--- config.mk ---
export PLATFORM = sky130hd
export DESIGN_NAME = img_frame_loader
export DESIGN_NICKNAME = d
export VERILOG_FILES = /design/src/rtl/img_frame_loader.sv
export SDC_FILE = /design/constraint.sdc
export NUM_CORES = 2
export LEC_CHECK = 0
export CELL_PAD_IN_SITES_DETAIL_PLACEMENT = 0
export CELL_PAD_IN_SITES_GLOBAL_PLACEMENT = 2
export CORE_AREA = 4 4 451 453
export CTS_CLUSTER_SIZE = 12
export DETAILED_ROUTE_END_ITERATION = 7
export DIE_AREA = 0 0 455 457
export DONT_BUFFER_PORTS = 1
export PLACE_DENSITY_LB_ADDON = 0.1
export SLEW_MARGIN = 20
export SYNTH_ARGS = -nofsm -noshare
export SYNTH_HDL_FRONTEND = slang
export SYNTH_SLANG_ARGS = --single-unit
export TNS_END_PERCENT = 1
--- constraint.sdc ---
create_clock -name clk -period 3.25 [get_ports clk]
set_input_delay 0.4875 -clock clk [delete_from_list [all_inputs] [get_ports clk]]
set_output_delay 0.4875 -clock clk [all_outputs]
set_load 0.02 [all_outputs]
--- src/rtl/img_frame_loader.sv ---
// Collects a pixel stream into one flat frame register, launches it to the CNN
// with a one-cycle pulse and holds it until the CNN reports completion.
// Optional WAIT watchdog: define IMG_FRAME_LOADER_WDOG_EN.
module img_frame_loader #(
  parameter int PIX_W       = 8,
  parameter int NPIX        = 144,
  parameter int WDOG_CYCLES = 4096
) (
  input  logic                  clk,
  input  logic                  rst,
  input  logic [PIX_W-1:0]      pix_in,
  input  logic                  pix_valid,
  input  logic                  pix_sof,
  output logic                  pix_ready,
  output logic [PIX_W*NPIX-1:0] frame_out,
  output logic                  frame_valid,
  input  logic                  cnn_done,
  output logic                  busy,
  output logic                  err
);

  localparam int CNT_W = (NPIX > 1) ? $clog2(NPIX) : 1;

  if (NPIX < 1 || WDOG_CYCLES < 1) begin : g_bad_params
    $error("img_frame_loader: NPIX and WDOG_CYCLES must be at least 1");
  end

  typedef enum logic [1:0] {
    S_FILL   = 2'd0,
    S_LAUNCH = 2'd1,
    S_WAIT   = 2'd2
  } state_e;

  state_e                  state_q, state_d;
  logic [CNT_W-1:0]        cnt_q, cnt_d;
  logic [PIX_W*NPIX-1:0]   frame_q, frame_d;
  logic                    err_q, err_d;
  logic                    pix_ready_q, pix_ready_d;
  logic                    frame_valid_q, frame_valid_d;
  logic                    busy_q, busy_d;
  logic [CNT_W-1:0]        idx;
  logic                    accept;

`ifdef IMG_FRAME_LOADER_WDOG_EN
  localparam int WD_W = $clog2(WDOG_CYCLES + 1);
  logic [WD_W-1:0]         wdog_q, wdog_d;
`endif

  // NOTE: every variable assigned here gets a default first, so no path can
  // leave one unassigned and infer a latch.
  always_comb begin
    state_d = state_q;
    cnt_d   = cnt_q;
    frame_d = frame_q;
    err_d   = err_q;
`ifdef IMG_FRAME_LOADER_WDOG_EN
    wdog_d  = '0;
`endif
    // A start-of-frame pixel always lands at index 0, whatever was collected.
    idx    = pix_sof ? '0 : cnt_q;
    accept = pix_valid & pix_ready_q;

    case (state_q)
      S_FILL: begin
        if (cnn_done) err_d = 1'b1;
        if (accept) begin
          frame_d[PIX_W*idx +: PIX_W] = pix_in;
          if (pix_sof && cnt_q != '0) err_d = 1'b1;
          if (idx == CNT_W'(NPIX - 1)) begin
            cnt_d   = '0;
            state_d = S_LAUNCH;
          end else begin
            cnt_d = idx + 1'b1;
          end
        end
      end
      S_LAUNCH: begin
        if (cnn_done) err_d = 1'b1;
        state_d = S_WAIT;
      end
      S_WAIT: begin
        if (cnn_done) begin
          state_d = S_FILL;
`ifdef IMG_FRAME_LOADER_WDOG_EN
        end else if (wdog_q == WD_W'(WDOG_CYCLES - 1)) begin
          err_d   = 1'b1;
          cnt_d   = '0;
          state_d = S_FILL;
        end else begin
          wdog_d = wdog_q + 1'b1;
`endif
        end
      end
      default: state_d = S_FILL;
    endcase

    // Outputs are registered from the next state so they line up with it.
    pix_ready_d   = (state_d == S_FILL);
    frame_valid_d = (state_d == S_LAUNCH);
    busy_d        = (state_d != S_FILL);
  end

  // NOTE: sequential state uses non-blocking assignments only, so every flop
  // samples the pre-edge values regardless of statement order.
  // NOTE: the wide frame register is reset too; it drives the CNN input
  // directly and must read as zero out of reset.
  always_ff @(posedge clk or negedge rst) begin
    if (!rst) begin
      state_q       <= S_FILL;
      cnt_q         <= '0;
      frame_q       <= '0;
      err_q         <= 1'b0;
      pix_ready_q   <= 1'b0;
      frame_valid_q <= 1'b0;
      busy_q        <= 1'b0;
`ifdef IMG_FRAME_LOADER_WDOG_EN
      wdog_q        <= '0;
`endif
    end else begin
      state_q       <= state_d;
      cnt_q         <= cnt_d;
      frame_q       <= frame_d;
      err_q         <= err_d;
      pix_ready_q   <= pix_ready_d;
      frame_valid_q <= frame_valid_d;
      busy_q        <= busy_d;
`ifdef IMG_FRAME_LOADER_WDOG_EN
      wdog_q        <= wdog_d;
`endif
    end
  end

  assign pix_ready   = pix_ready_q;
  assign frame_out   = frame_q;
  assign frame_valid = frame_valid_q;
  assign busy        = busy_q;
  assign err         = err_q;

endmodule

== After elaboration in Yosys (flattened, before gate mapping) ==
Index checks and enable logic that the tools add are counted.

* Bits in registers: 1166
* Output and inout bits: 1156

* Multiplexer cells: 11
* Add/subtract/negate cells: 2
* Shift operators: 2
* Equality and inequality tests: 4
* Bitwise logic cells: 1
* Reductions and logical operators: 7

{| class="wikitable"
|+ Operators with widths
! operator !! count
|-
| 1152-bit bitwise mux || 1
|-
| 8-bit by 34-bit variable shift with 1152-bit output (first input constant) || 1
|-
| 8-bit by 34-bit variable part select with 1152-bit output || 1
|-
| 11-bit negation with 34-bit output || 1
|-
| 8-bit two-way mux || 2
|-
| 8-bit by 1-bit adder with 8-bit output (second input constant) || 1
|-
| 8-bit equality test (second input constant) || 1
|-
| 8-bit nonzero test || 1
|-
| 2-bit two-way mux || 3
|-
| 2-bit one-hot mux with 3 select lines || 1
|-
| 2-bit by 1-bit equality test with 1-bit output (second input constant) || 2
|-
| 2-bit logical NOT || 2
|-
| 2-bit nonzero test || 2
|-
| 1-bit two-way mux || 3
|-
| 2-bit equality test (second input constant) || 1
|-
| 1-bit one-hot mux with 2 select lines || 1
|-
| 2-bit AND reduction || 1
|-
| 1-bit bitwise AND || 1
|-
| 1-bit logical AND || 1
|}

== Depth between registers and ports, before layout ==
* Depth in word-level cells: 6
* Gate-level depth with buffers: 14
* Mapped depth without buffers: 9

== Worst setup path after synthesis ==
No wires, ideal clock.

* Path kind: input -> register
* Start: input pix_sof
* End: register frame_q[224] (netlist: frame_out[224])
* Stages: 12
* Arrival time: 3591 ps
* Path slack: -466 ps
* Setup time: 125 ps
* Cell sequence: buf_2 > nand2b_1 > buf_1 > ha_1 > or3b_1 > buf_2 > o31a_1 > or4_1 > buf_2 > or3_1 > buf_4 > mux2_4

* Cells in the longest elaborated chain, start to end: 4

{| class="wikitable"
|+ RTL lines
! item !! line !! source
|-
| start, declared || 13 || <nowiki>input logic pix_sof,</nowiki>
|-
| 8-bit two-way mux * || 60 || <nowiki>idx = pix_sof ? '0 : cnt_q;</nowiki>
|-
| 11-bit negation with 34-bit output * || 67 || <nowiki>frame_d[PIX_W*idx +: PIX_W] = pix_in;</nowiki>
|-
| 8-bit by 34-bit variable part select with 1152-bit output / 8-bit by 34-bit variable shift with 1152-bit output (equally long branches) || 67 ||
|-
| 1152-bit bitwise mux * || 67 ||
|-
| end signal, assigned || 122 || <nowiki>frame_q <= frame_d;</nowiki>
|-
| end, declared || 36 || <nowiki>logic [PIX_W*NPIX-1:0] frame_q, frame_d;</nowiki>
|}

Every way passes the cells marked *; elsewhere a longest branch is shown, timed or not.
A chain may end at the register's enable or synchronous reset.

== Worst setup path after layout ==
* Start: register cnt_q[2]
* End: register frame_q[693] (netlist: frame_out[693])

* Cells in the longest elaborated chain, start to end: 4

{| class="wikitable"
|+ RTL lines
! item !! line !! source
|-
| start, declared || 35 || <nowiki>logic [CNT_W-1:0] cnt_q, cnt_d;</nowiki>
|-
| start signal, assigned || 121 || <nowiki>cnt_q <= cnt_d;</nowiki>
|-
| 8-bit two-way mux * || 60 ||
|-
| 11-bit negation with 34-bit output * || 67 ||
|-
| 8-bit by 34-bit variable part select with 1152-bit output / 8-bit by 34-bit variable shift with 1152-bit output (equally long branches) || 67 ||
|-
| 1152-bit bitwise mux * || 67 ||
|}

Marked as above.

==> metrics.csv <==
metric,value,unit
fill count,19983,
Worst Setup Path Type,reg2reg,
CP Capture Type,register,
htree depth,4,
TritonCTS clock tree,done,
VDD IR max,0.4551,mV
Synth top cells by count,"dfrtp_1, mux2_2, nor3_1",
post-synth top area cell,dfrtp_1,
WL/cell,36.03,um
ys flop type,dfrtp_1,
Seq cells post-synth,1166,
via count,33595,
Die X-Extent,455,um
most common cell in the netlist,dfrtp_1,
Cell Pwr Density,558.2,nW/um^2
Final Util,0.3125,
Max Slew Vio Count,0,
r2r setup slk,0.09,ns
TritonCTS buffer count,149,
Post-synth ARST share,1.000,
status,finished clean,
Max Cap Viol,0,
Inst Count DP,6545,
final worst path period share,0.9731,
Post-Syn Nets,3784,
Fin Setup TNS,0,ns
Setup Viol. Count Final,0,
area growth from synthesis to layout,25.03,%
WL final,246600,um
# IOs,1169,
initial antenna violation count,10,
"Req. time, crit path",3.91,ns
nets,4080,
Post-Syn Area,49790,um^2
number of enable flip-flop cells after synthesis,0,
crit path DAT,3.83,ns
layout cells sized above 1,0.4456,
YS warnings,0,
DRT iter0 DRCs,1923,
sequential fraction of the synthesis area,0.5860,
sequential cell area,29180,um^2
normalized max-slew margin,0.3793,
global-route wire length before repair,333700,um
final RePlAce weighted congestion,0.7720,
DR DRC count,0,
starting density of the core,0.2499,
Hold WC Path Type,in2reg,
clk buf depth,3,
RSZ-0062 raised after global routing,yes,
vias per cell,4.908,
core area,199200,um^2
Slew @ Worst Pin,0.9310,ns
largest net degree at the start of global routing,158,
"Min Clock Period, post-route",3.162,ns
GRT Overall Usage,0.2310,
Detailed Place HPWL,178200,um
Post-Syn Instances,3768,
# rows,164,
Clock Skew,0.03136,ns
Multi-input gate area,19540,um^2
PortBufs,0,
vias in the first global route,35037,
Die Ht,457,um
Sinks on Clock Net,1166,
Worst-Skew Late Latency,0.81,ns
Root Driver,clkbuf_16,
"antenna viol nets, final",0,
drt pass-1 iters,5,
GR Overflow Total,0,
area share of the largest cell type after synthesis,0.5860,
Leakage,29.33,nW
final hold violations,0,
"Reg clk slew, reported paths",0.06,ns
fin cells,6845,
f_max,316.2,MHz
largest cells by area after synthesis,"dfrtp_1, mux2_2, nor3_1",
CP Launch Type,register,
CP max FO,12,
post-synthesis area per instance,13.21,um^2
die area,207900,um^2
Netlist cell types,86,
## power by group
part	switching [W]	leakage, nW	internal (W)	total [W]
clock	0.00690	2.41	0.00978	0.0167
combinational	0.00246	10.7	0.000865	0.00333
sequential	0.000166	16.2	0.0146	0.0147
## state kept, by name, indices dropped and copies added, names as in the netlist
name	cells
err	1
frame_out	1152
cnt_q	8
pix_ready	1
frame_valid	1
busy	1
state_q	2
## per-layer routing
metal | share of wire | wire length [um] | global-route usage
met5 | 0 | 0 | 0
met1 | 0.40 | 97840 | 0.2762
met3 | 0.083 | 20380 | 0.07796
met4 | 0.022 | 5451 | 0.05516
met2 | 0.50 | 122900 | 0.3978
## worst max-delay path, cell delays in order, from the launching register on
cell and delay (ns):
dfrtp_1 0.40, buf_4 0.21, buf_4 0.21, or3b_1 0.45, mux2i_1 0.29, buf_4 0.21, nand3_2 0.10, buf_12 0.18
nor4_4 0.45, buf_12 0.20, mux2_2 0.33
## area by class of cell
| class | instances | area share |
|---|---|---|
| flip-flops and latches | 1166 | 0.4687 |
| multi-input cells | 2268 | 0.3138 |
| repair buffers | 448 | 0.08296 |
| clock buffers | 222 | 0.07044 |
| well taps | 2656 | 0.05338 |
| clock inverters | 44 | 0.008421 |
| inverters | 31 | 0.001869 |
| diodes | 10 | 0.0004020 |
## cell families (layout without fill, tap and decap cells)
kind of cell | count (synthesis) | after routing | synth area share
AOI/OAI and AO/OA | 204 | 204 | 0.02915
xor gates and xnor gates | 3 | 3 | 0.0005278
adders and majority gates | 3 | 3 | 0.0007539
buffers and inverters | 334 | 745 | 0.02905
DFF | 1166 | 1166 | 0.5860
muxes | 1083 | 1083 | 0.2458
other | 0 | 10 | 0
and+or+nand+nor | 975 | 975 | 0.1087
## per-stage QoR
stage                     total power, W  hold WS, ns  worst slack [ns]  instance area [um^2]
after floorplan                  0.01625       0.1919           -0.2054                 49910
after global placement           0.01788       0.2349           -0.1719                 56620
after detailed placement         0.01823       0.5484           -0.1471                 56870
after CTS                        0.03541     0.005011           0.01142                 62100
after global routing             0.03609      0.03568          -0.04146                 62240
final                            0.03475      0.09420           0.08758                 62260
## layout by cell type, fill, tap and decap left out, types with 5 or more instances in the layout
cell,count
dfrtp_1,1164
o31ai_1,48
and2_1,22
mux2_2,1022
clkbuf_8,34
mux2_1,7
nor4_1,37
buf_12,121
nand3_1,47
dlygate4sd3_1,11
nor3_4,22
inv_1,31
nand4_1,25
nor2_1,243
and3_1,24
buf_4,299
clkbuf_1,37
mux2_4,28
nor3_1,306
o21ai_0,76
buf_16,11
or3_1,36
clkbuf_16,152
o2111ai_2,5
inv_6,7
mux2i_1,25
nor4_4,15
diode_2,10
nor3_2,37
bufinv_16,5
nand2_2,8
nand2_1,87
clkinv_2,19
or2_2,9
o41ai_1,30
a21oi_1,5
## path summary, 6_finish.rpt
check                                          start                    endpoint  cells after the start
worst max-delay path            cnt_q[2]$_DFFE_PN0P_  frame_out[693]$_DFFE_PN0P_                     10
worst min-delay path                       pix_in[0]  frame_out[512]$_DFFE_PN0P_                      2
worst max register to register  cnt_q[2]$_DFFE_PN0P_  frame_out[693]$_DFFE_PN0P_                     10
worst min register to register  cnt_q[7]$_DFFE_PN0P_        cnt_q[7]$_DFFE_PN0P_                      1
max in group asynchronous                        rst  frame_out[627]$_DFFE_PN0P_                      5
min in group asynchronous                        rst  frame_out[957]$_DFFE_PN0P_                      2
## timing repair
action / 4_1_cts / 5_1_grt
hold buffers: 19 / 0
endpoints found under the setup margin: 97 / 499
hold endpoints to repair: 418 / 0
pin swaps: 1 / 3
gates resized for setup: 6 / 18
buffers inserted: 1 / 3
gates cloned: 0 / 1
Power figures use the tool's default switching activity.
